===== src/rtl/sync_filter_pkg.sv =====
// Default constants for the USB pad-input front end.
package sync_filter_pkg;
   localparam logic [1:0] USB_IDLE_J          = 2'b01;
   localparam int         SYNC_STAGES_DEFAULT = 2;
endpackage


===== src/rtl/sync_filter_chan.sv =====
// One channel: reset-valued synchroniser chain, stability filter and registered edge pulses.
module sync_filter_chan #(
   parameter int   STAGES     = 2,
   parameter int   FILTER_CNT = 4,
   parameter logic RST_VAL    = 1'b0
) (
   input  logic clk,
   input  logic rst,
   input  logic i_async,
   input  logic i_filt_en,
   output logic o_sync,
   output logic o_filt,
   output logic o_rise,
   output logic o_fall
);
   localparam int            CW      = (FILTER_CNT > 1) ? $clog2(FILTER_CNT) : 1;
   localparam logic [CW-1:0] CNT_MAX = CW'(FILTER_CNT - 1);

   generate
      if (STAGES < 2) begin : g_bad_stages
         $fatal(1, "sync_filter_chan: STAGES must be >= 2");
      end
      if (FILTER_CNT < 1) begin : g_bad_cnt
         $fatal(1, "sync_filter_chan: FILTER_CNT must be >= 1");
      end
   endgenerate

   logic [STAGES-1:0] r_sync;
   logic [CW-1:0]     r_cnt;
   logic              r_filt;
   logic              r_rise;
   logic              r_fall;
   logic              w_s;
   logic              w_filt_nxt;
   logic [CW-1:0]     w_cnt_nxt;

   assign w_s = r_sync[STAGES-1];

   // Any agreement, bypass or accepted change clears the count, so it never wraps.
   always_comb begin
      w_filt_nxt = r_filt;
      w_cnt_nxt  = '0;
      if (!i_filt_en) begin
         w_filt_nxt = w_s;
      end else if (w_s != r_filt) begin
         if (r_cnt == CNT_MAX) begin
            w_filt_nxt = w_s;
         end else begin
            w_cnt_nxt = r_cnt + 1'b1;
         end
      end
   end

   always_ff @(posedge clk or posedge rst) begin
      if (rst) begin
         r_sync <= {STAGES{RST_VAL}};
         r_cnt  <= '0;
         r_filt <= RST_VAL;
         r_rise <= 1'b0;
         r_fall <= 1'b0;
      end else begin
         r_sync <= {r_sync[STAGES-2:0], i_async};
         r_cnt  <= w_cnt_nxt;
         r_filt <= w_filt_nxt;
         r_rise <= w_filt_nxt & ~r_filt;
         r_fall <= ~w_filt_nxt & r_filt;
      end
   end

   assign o_sync = w_s;
   assign o_filt = r_filt;
   assign o_rise = r_rise;
   assign o_fall = r_fall;
endmodule


===== src/rtl/sync_filter.sv =====
// N independent pad-input channels, each synchronised, stability-filtered and edge-detected.
module sync_filter
   import sync_filter_pkg::*;
#(
   parameter int                NUM_CH     = 2,
   parameter int                STAGES     = SYNC_STAGES_DEFAULT,
   parameter int                FILTER_CNT = 4,
   parameter logic [NUM_CH-1:0] RST_VAL    = USB_IDLE_J
) (
   input  logic              clk,
   input  logic              rst,
   input  logic [NUM_CH-1:0] async_in,
   input  logic              filt_en,
   output logic [NUM_CH-1:0] sync_out,
   output logic [NUM_CH-1:0] filt_out,
   output logic [NUM_CH-1:0] rise,
   output logic [NUM_CH-1:0] fall
);
   for (genvar i = 0; i < NUM_CH; i++) begin : g_ch
      sync_filter_chan #(
         .STAGES     (STAGES),
         .FILTER_CNT (FILTER_CNT),
         .RST_VAL    (RST_VAL[i])
      ) u_chan (
         .clk       (clk),
         .rst       (rst),
         .i_async   (async_in[i]),
         .i_filt_en (filt_en),
         .o_sync    (sync_out[i]),
         .o_filt    (filt_out[i]),
         .o_rise    (rise[i]),
         .o_fall    (fall[i])
      );
   end
endmodule


===== config.mk =====
export PLATFORM = sky130hd
export DESIGN_NAME = sync_filter
export DESIGN_NICKNAME = d
export VERILOG_FILES = /design/src/rtl/sync_filter_pkg.sv /design/src/rtl/sync_filter_chan.sv /design/src/rtl/sync_filter.sv
export SDC_FILE = /design/constraint.sdc
export NUM_CORES = 1
export LEC_CHECK = 0
export CAP_MARGIN = 20
export CORE_MARGIN = 2
export CORE_UTILIZATION = 30
export CTS_CLUSTER_DIAMETER = 150
export CTS_CLUSTER_SIZE = 25
export DETAILED_ROUTE_END_ITERATION = 10
export GPL_TIMING_DRIVEN = 0
export PLACE_DENSITY = 0.54
export SLEW_MARGIN = 5
export SYNTH_ARGS = -nofsm -noshare
export SYNTH_HDL_FRONTEND = slang
export SYNTH_SLANG_ARGS = --single-unit
export TNS_END_PERCENT = 30

===== constraint.sdc =====
create_clock -name clk -period 2.4 [get_ports clk]
set_input_delay 0.48 -clock clk [delete_from_list [all_inputs] [get_ports clk]]
set_output_delay 0.48 -clock clk [all_outputs]
set_load 0.01 [all_outputs]

== Word level (Yosys, flattened, before mapping) ==
Cells that the tools add are included.

* Register bits after elaboration: 14

* Add/sub/neg operators: 2
* Muxes and demuxes: 12
* Equality and inequality tests: 4
* Bitwise logic cells: 8

{| class="wikitable"
|+ Operator list
! kind !! number
|-
| $mux W2 || 6
|-
| $mux W1 || 6
|-
| $add A2 B1 Y2 const B || 2
|-
| $and A1 B1 Y1 || 4
|-
| $eq A2 B2 Y1 const B || 2
|-
| $not A1 Y1 || 4
|-
| $ne A1 B1 Y1 || 2
|}

== Longest topological paths before layout ==
Gate-level depths: netlist of the first run.

* Depth after elaboration: 6
* Mapped depth: 3
* Gate-level depth less buffers: 3

== Hierarchy ==
A second synthesis of the first run with hierarchy kept.

* Cells, all modules: 34
* Area, all modules: 531.8 um^2

{| class="wikitable"
|+ By module, submodules not included
! module !! area each (um^2) !! instances !! cells each
|-
| sync_filter_chan (g_ch[0].u_chan) || 267.8 || 1 || 17
|-
| sync_filter_chan (g_ch[1].u_chan) || 264.0 || 1 || 17
|}

== Worst setup path before layout of the first run ==
Ideal clock, no wire load.

* Kind: reg2out
* Start point: register g_ch[0].u_chan.r_sync[1]
* End point: output sync_out[0]
* Cell stages (with the launch flop): 2
* Buffers on the path: 1
* Required time: 1.920 ns
* Slack: 1.266 ns
* Arrival: 0.654 ns
* Cells stage by stage: dfstp_2 buf_4

{| class="wikitable"
|+ RTL lines
! item !! RTL line !! source
|-
| start: declaration || sync_filter_chan.sv:28 || <nowiki>logic [STAGES-1:0] r_sync;</nowiki>
|-
| start signal: assignment || sync_filter_chan.sv:56 || <nowiki>r_sync <= {STAGES{RST_VAL}};</nowiki>
|-
| start signal: assignment || sync_filter_chan.sv:62 || <nowiki>r_sync <= {r_sync[STAGES-2:0], i_async};</nowiki>
|-
| end: declaration || sync_filter.sv:14 || <nowiki>output logic [NUM_CH-1:0] sync_out,</nowiki>
|}

No word-level cell between the ends.

== Worst setup path after layout of the first run ==
* Start point: register g_ch[0].u_chan.r_filt
* End point: output filt_out[0]

{| class="wikitable"
|+ RTL lines
! item !! RTL line !! source
|-
| start: declaration || sync_filter_chan.sv:30 || <nowiki>logic r_filt;</nowiki>
|-
| start signal: assignment || sync_filter_chan.sv:64 || <nowiki>r_filt <= w_filt_nxt;</nowiki>
|-
| end: declaration || sync_filter.sv:15 || <nowiki>output logic [NUM_CH-1:0] filt_out,</nowiki>
|}

No word-level cell between the ends.

==> impl_metrics.env, run 1 <==
export IMPL_run_status="completed"
export IMPL_synth_top_family_by_area="simple AND/OR/NAND/NOR gates"
export IMPL_start_util_pct=32.6
export IMPL_grt_max_degree=15
export IMPL_finalSetupTns_ps=0
export IMPL_p_leak_nw=0.354
export IMPL_ctsResizeCount=0
export IMPL_fill_cells=176
export IMPL_max_freq_mhz=511
export IMPL_worstSetupPathType="flop to primary output"
export IMPL_syn_avg_cell_area_sq_um=13.7
export IMPL_yosysSeqAreaShare_pct=61.5
export IMPL_area_delta_synth_final_pct=32.6
export IMPL_synth_compound_area_share_pct=0
export IMPL_synth_adder_area_share_pct=4.35
export IMPL_multiInputGateArea_sq_um=158
export IMPL_syn_area_sq_um=576
export IMPL_placed_area_sq_um=727
export IMPL_clk_latency_ps=270
export IMPL_regArea_sq_um=354
export IMPL_grt_usage_pct=8.68
export IMPL_clkTransAtPathRegs_ps=90
export IMPL_vias=315
export IMPL_avgRoutedWirePerCell_um=9.63
export IMPL_syn_inst=42
export IMPL_met1_usage_pct=9.39
export IMPL_design_core_area_sq_um=1760
export IMPL_cp_start_kind="flop"
export IMPL_hpwl_um=567
export IMPL_hold_viol=0
export IMPL_most_common_layout_cells="clkdlybuf4s50_1, dfrtp_1, buf_4, nor3b_1"
export IMPL_placement_io_buffers=12
export IMPL_cts_buffers=3
export IMPL_cp_max_fo=5
export IMPL_timing_rr_end="g_ch[0].u_chan.o_filt"
export IMPL_cts_buffer_depth=2
export IMPL_vias_per_cell=3.80
export IMPL_crit_path_end_kind="primary output"
export IMPL_nets=66
export IMPL_crit_chain="buf_4, clkdlybuf4s50_1"
export IMPL_grt_pass1_wl_mm=1.24
export IMPL_worstPathArrival_ps=1480
export IMPL_postCtsSetupRepairBufs=0
export IMPL_ir_drop_uv=308
export IMPL_post_route_util_pct=43.3
export IMPL_final_cell_area_sq_um=763
export IMPL_slowest_delay_ps=580
export IMPL_synth_seq_cells=14
export IMPL_rows=15
export IMPL_slew_headroom_pct=64.1
export IMPL_final_common_cell="clkdlybuf4s50_1"
export IMPL_synth_warnings=0
export IMPL_setup_violations=0
export IMPL_htreeDepth=1
export IMPL_ctsRootBufferMaster="clkbuf_4"
export IMPL_die_height_um=47.8
export IMPL_synth_mux_area_share_pct=4.57
export IMPL_reg2reg_depth=3
export IMPL_gp_congestion=0.636
export IMPL_rsz0062_at_grt="false"
export IMPL_antenna_found_initial=0
export IMPL_syn_nets=49
export IMPL_synth_simple_area_share_pct=15.4
export IMPL_antenna_cells=0
export IMPL_power_density_nw_per_um2=673
export IMPL_cts_tree="done"
export IMPL_hp_class="flop to flop"
export IMPL_crit_required_ps=1920
export IMPL_die_area_sq_um=2280
export IMPL_die_x_um=47.8
export IMPL_hold_depth=0
export IMPL_final_max_slew_viol_count=0
export IMPL_worstHoldStart="g_ch[1].u_chan.r_sync[0]"
export IMPL_hold_buffers=0
export IMPL_grt_overflow=0
export IMPL_period_needed_ps=1960
export IMPL_slowest_stage="dfstp_2"
export IMPL_met2_usage_pct=12.0
export IMPL_grtUsageMet3_pct=2.26
export IMPL_cts_num_sinks=14
export IMPL_r2r_start="g_ch[0].u_chan.r_cnt[0]"
export IMPL_dr_pass1_iters=1
export IMPL_min_to="g_ch[1].u_chan.r_sync[1]"
export IMPL_reg2reg_slack_ps=1250
export IMPL_tightest_slew_ps=538
export IMPL_fin_skew_ps=2.76
export IMPL_drc=0
export IMPL_synth_cell_types=16
export IMPL_grt_busiest_layer="met2"
export IMPL_drtIter0Drc=0
export IMPL_final_antenna_net_count=0
export IMPL_synthXorXnorAreaFrac_pct=3.04
export IMPL_fin_crit_sh_pct=81.5
export IMPL_cap_violations=0
export IMPL_ios=13
export IMPL_drive_gt1_share_pct=32.8
export IMPL_grt_pass1_vias=291
export IMPL_routed_wl_um=799
-- registers in the layout, indices dropped and copies added, names as in the netlist --
name / flops
g_ch.u_chan.r_sync: 4
g_ch.u_chan.r_cnt: 4
g_ch.u_chan.o_filt: 2
g_ch.u_chan.o_fall: 2
g_ch.u_chan.o_rise: 2
-- where the power goes --
group          internal [mW]  leakage (nW)  switching [mW]
Combinational         0.0489         0.159          0.0280
Sequential             0.256         0.174          0.0116
Clock                 0.0922        0.0210          0.0771
Total                  0.397         0.354           0.117
-- cell families (layout without fill, tap and decap cells) --
kind of cell	Yosys count	count (layout)
XOR/XNOR	2	2
adder cells (fa/ha/maj)	2	2
buffers and inverters	9	25
flip-flops	14	14
multiplexers	2	2
AND/OR/NAND/NOR	13	13
-- cell type report --
cell class              instances  share of cell area, %
multi-input cells              19                   20.7
well taps                      25                   4.10
repair buffers                 12                   15.7
clock buffers                   4                   4.75
flip-flops and latches         14                   46.4
inverters                       1                  0.492
plain buffers                   8                   7.87
-- routing by layer --
metal	vias to the layer above	share of wire, %
met2	8	47
met4	0	3.4
li1	159	-
met1	146	45
met5	-	0
met3	2	3.5
-- stage by stage --
stage	cells	setup WS [ps]	hold WS, ps	total power, mW
global route	83	383	369	0.540
floorplan	42	1270	331	0.317
finish	83	445	358	0.513
CTS	83	423	360	0.521
detailed placement	79	743	340	0.350
global placement	79	746	332	0.347
-- cells in the mapped netlist --
| cell type | count | area (sq um) |
|---|---|---|
| buf_4 | 8 | 60.1 |
| dfrtp_1 | 11 | 275 |
| dfstp_2 | 3 | 78.8 |
| ha_1 | 2 | 25.0 |
| inv_1 | 1 | 3.75 |
| mux2_2 | 1 | 11.3 |
| mux2_4 | 1 | 15.0 |
| nand2_1 | 2 | 7.51 |
| nand2b_1 | 1 | 6.26 |
| nor2_1 | 2 | 7.51 |
| nor2b_1 | 1 | 6.26 |
| nor2b_4 | 1 | 13.8 |
| nor3_1 | 1 | 5.00 |
| nor3b_1 | 4 | 30.0 |
| nor3b_2 | 1 | 12.5 |
| xnor2_1 | 2 | 17.5 |
-- critical path, delay by kind of cell (launching register included) --
family / cells / cell delay (ps)
buf+inv: 2 / 630
flops: 1 / 580
-- how the worst max path moves through the flow --
stage / end / startpoint / slack (ps) / depth (start not counted)
floorplan: sync_out[0] / g_ch[0].u_chan.r_sync[1] / 1270 / 1
global placement: filt_out[0] / g_ch[0].u_chan.o_filt / 750 / 2
detailed placement: filt_out[0] / g_ch[0].u_chan.o_filt / 740 / 2
CTS: sync_out[0] / g_ch[0].u_chan.r_sync[1] / 420 / 2
global route: sync_out[0] / g_ch[0].u_chan.r_sync[1] / 380 / 2
finish: filt_out[0] / g_ch[0].u_chan.o_filt / 440 / 2
(Power assumes the default switching activity.)
==> run 2, diff against run 1 <==
Clock period 2.4 ns to 1.8 ns, I/O delays scaled along.
==> run 2 against run 1 <==
  * Total power increased by 33%
  * Clock power increased by 34%
  * Critical path depth unchanged
  * Cell count increased by 1.2%
  * Highest routed layer unchanged
  * Sequential share of layout area decreased by 0.45 points
  * Count of clock-buffer cells in the layout unchanged
  * Worst hold slack unchanged
  * First-iteration DRC count unchanged
  * Routed wire length increased by 1.5%
==> impl_metrics.env, run 2 (synthesis results as in run 1) <==
export IMPL_grt_pass1_wl_mm=1.24
export IMPL_worstPathArrival_ps=1350
export IMPL_finalSetupTns_ps=0
export IMPL_drc=0
export IMPL_clkTransAtPathRegs_ps=90
export IMPL_holdWs_ps=358
export IMPL_crit_path_end_kind="primary output"
export IMPL_hold_viol=0
export IMPL_setup_violations=0
export IMPL_drtIter0Drc=0
export IMPL_die_area_sq_um=2280
export IMPL_reg2reg_slack_ps=660
export IMPL_antenna_cells=0
export IMPL_hold_depth=0
export IMPL_die_height_um=47.8
export IMPL_gp_congestion=0.636
export IMPL_design_core_area_sq_um=1760
export IMPL_p_leak_nw=0.369
export IMPL_rsz0062_at_grt="false"
export IMPL_hp_class="flop to flop"
export IMPL_stdcell_count=84
export IMPL_cts_num_sinks=14
export IMPL_start_util_pct=32.6
export IMPL_ctsRootBufferMaster="clkbuf_4"
export IMPL_power_density_nw_per_um2=889
export IMPL_ios=13
export IMPL_hold_buffers=0
export IMPL_final_max_slew_viol_count=0
export IMPL_area_delta_synth_final_pct=33.9
export IMPL_max_freq_mhz=586
export IMPL_most_common_layout_cells="dfrtp_1, buf_4, clkdlybuf4s50_1, nor3b_1"
export IMPL_fin_crit_sh_pct=94.8
export IMPL_placement_io_buffers=12
export IMPL_run_status="completed"
export IMPL_clk_latency_ps=270
export IMPL_p_seq_share_pct=51.9
export IMPL_ir_drop_uv=411
export IMPL_fin_skew_ps=2.80
export IMPL_crit_chain="buf_4, clkdlybuf4s50_1"
export IMPL_routed_wl_um=811
export IMPL_final_common_cell="dfrtp_1"
export IMPL_drive_gt1_share_pct=35.6
export IMPL_timing_rr_end="g_ch[0].u_chan.o_filt"
export IMPL_vias=320
export IMPL_cts_tree="done"
export IMPL_cts_buffers=3
export IMPL_slowest_delay_ps=520
export IMPL_r2r_start="g_ch[0].u_chan.r_cnt[0]"
export IMPL_reg_top3="g_ch.u_chan.r_cnt: 4 flops, g_ch.u_chan.r_sync: 4 flops"
export IMPL_die_x_um=47.8
export IMPL_rows=15
export IMPL_final_antenna_net_count=0
export IMPL_avgRoutedWirePerCell_um=9.65
export IMPL_worstSetupPathType="flop to primary output"
export IMPL_power_switching_mw=0.156
export IMPL_cap_violations=0
export IMPL_pwr_share_comb_pct=15.2
export IMPL_crit_required_ps=1440
export IMPL_min_to="g_ch[1].u_chan.r_sync[1]"
export IMPL_dr_pass1_iters=1
export IMPL_cp_max_fo=5
export IMPL_grt_overflow=0
export IMPL_fin_total_pwr_mw=0.685
export IMPL_clkPwrFrac_pct=33.0
export IMPL_grt_usage_pct=8.68
export IMPL_reg2reg_depth=3
export IMPL_htreeDepth=1
export IMPL_intPower_mw=0.529
export IMPL_period_needed_ps=1710
export IMPL_grt_pass1_vias=294
export IMPL_nets=67
export IMPL_vias_per_cell=3.81
export IMPL_hpwl_um=567
export IMPL_antenna_found_initial=0
export IMPL_swShare_pct=22.8
export IMPL_grt_max_degree=15
export IMPL_cts_buffer_depth=2
export IMPL_fill_cells=178
export IMPL_slowest_stage="clkdlybuf4s50_1"
export IMPL_cp_start_kind="flop"
export IMPL_placed_cells=79
export IMPL_slew_headroom_pct=64.1
export IMPL_worstHoldStart="g_ch[1].u_chan.r_sync[0]"
export IMPL_tightest_slew_ps=538
==> run 2: power by group through the flow <==
stage	sequential, mW	combinational (mW)	clock, mW
after floorplan	0.359	0.0637	0
after global placement	0.362	0.101	0
after detailed placement	0.363	0.104	0
after CTS	0.355	0.106	0.234
after global routing	0.358	0.113	0.248
final	0.355	0.104	0.226
==> run 2: how the worst max path moves through the flow <==
stage	from	endpoint	slack, ps	cells past startpoint
2_1_floorplan	g_ch[0].u_chan.r_cnt[0]	g_ch[0].u_chan.o_filt	690	3
3_3_place_gp	g_ch[0].u_chan.o_filt	filt_out[0]	270	2
3_5_place_dp	g_ch[0].u_chan.o_filt	filt_out[0]	260	2
4_1_cts	g_ch[0].u_chan.r_sync[1]	sync_out[0]	2	2
5_1_grt	g_ch[1].u_chan.r_sync[1]	sync_out[1]	30	2
6_report	g_ch[1].u_chan.o_filt	filt_out[1]	90	2
==> run 2: cell type report <==
cell class / count / area [sq um] / area share [%]
flip-flops and latches: 14 / 354 / 45.9
multi-input cells: 19 / 158 / 20.5
repair buffers: 13 / 128 / 16.6
plain buffers: 8 / 60.1 / 7.79
clock buffers: 4 / 36.3 / 4.71
well taps: 25 / 31.3 / 4.06
inverters: 1 / 3.75 / 0.487
==> run 2: what timing repair did <==
action,4_1_cts,5_1_grt
endpoints found under the setup margin,2,1
buffers inserted,1,0
resized for setup,1,1
==> run 2: per-stage QoR <==
| step | setup slack [ps] | util, % | cell area (sq um) |
|---|---|---|---|
| 2_1_floorplan | 694 | - | 576 |
| 3_3_place_gp | 266 | 41.2 | 727 |
| 3_5_place_dp | 263 | 41.2 | 727 |
| 4_1_cts | 2.26 | 43.5 | 768 |
| 5_1_grt | 32.2 | 43.7 | 771 |
| 6_report | 93.3 | 43.7 | 771 |
==> run 2: worst max-delay path: cells and delay by family (launching register included) <==
family | cells | cell delay (ps)
buffers and inverters | 2 | 650
DFF | 1 | 430
==> run 2: layer usage <==
| metal | part of all wire [%] | up-vias | track usage, % |
|---|---|---|---|
| met5 | 0 | - | 0 |
| met2 | 47 | 8 | 12.3 |
| met3 | 3.7 | 2 | 2.26 |
| met1 | 45 | 149 | 9.15 |
| met4 | 3.3 | 0 | 11.4 |
| li1 | - | 161 | - |
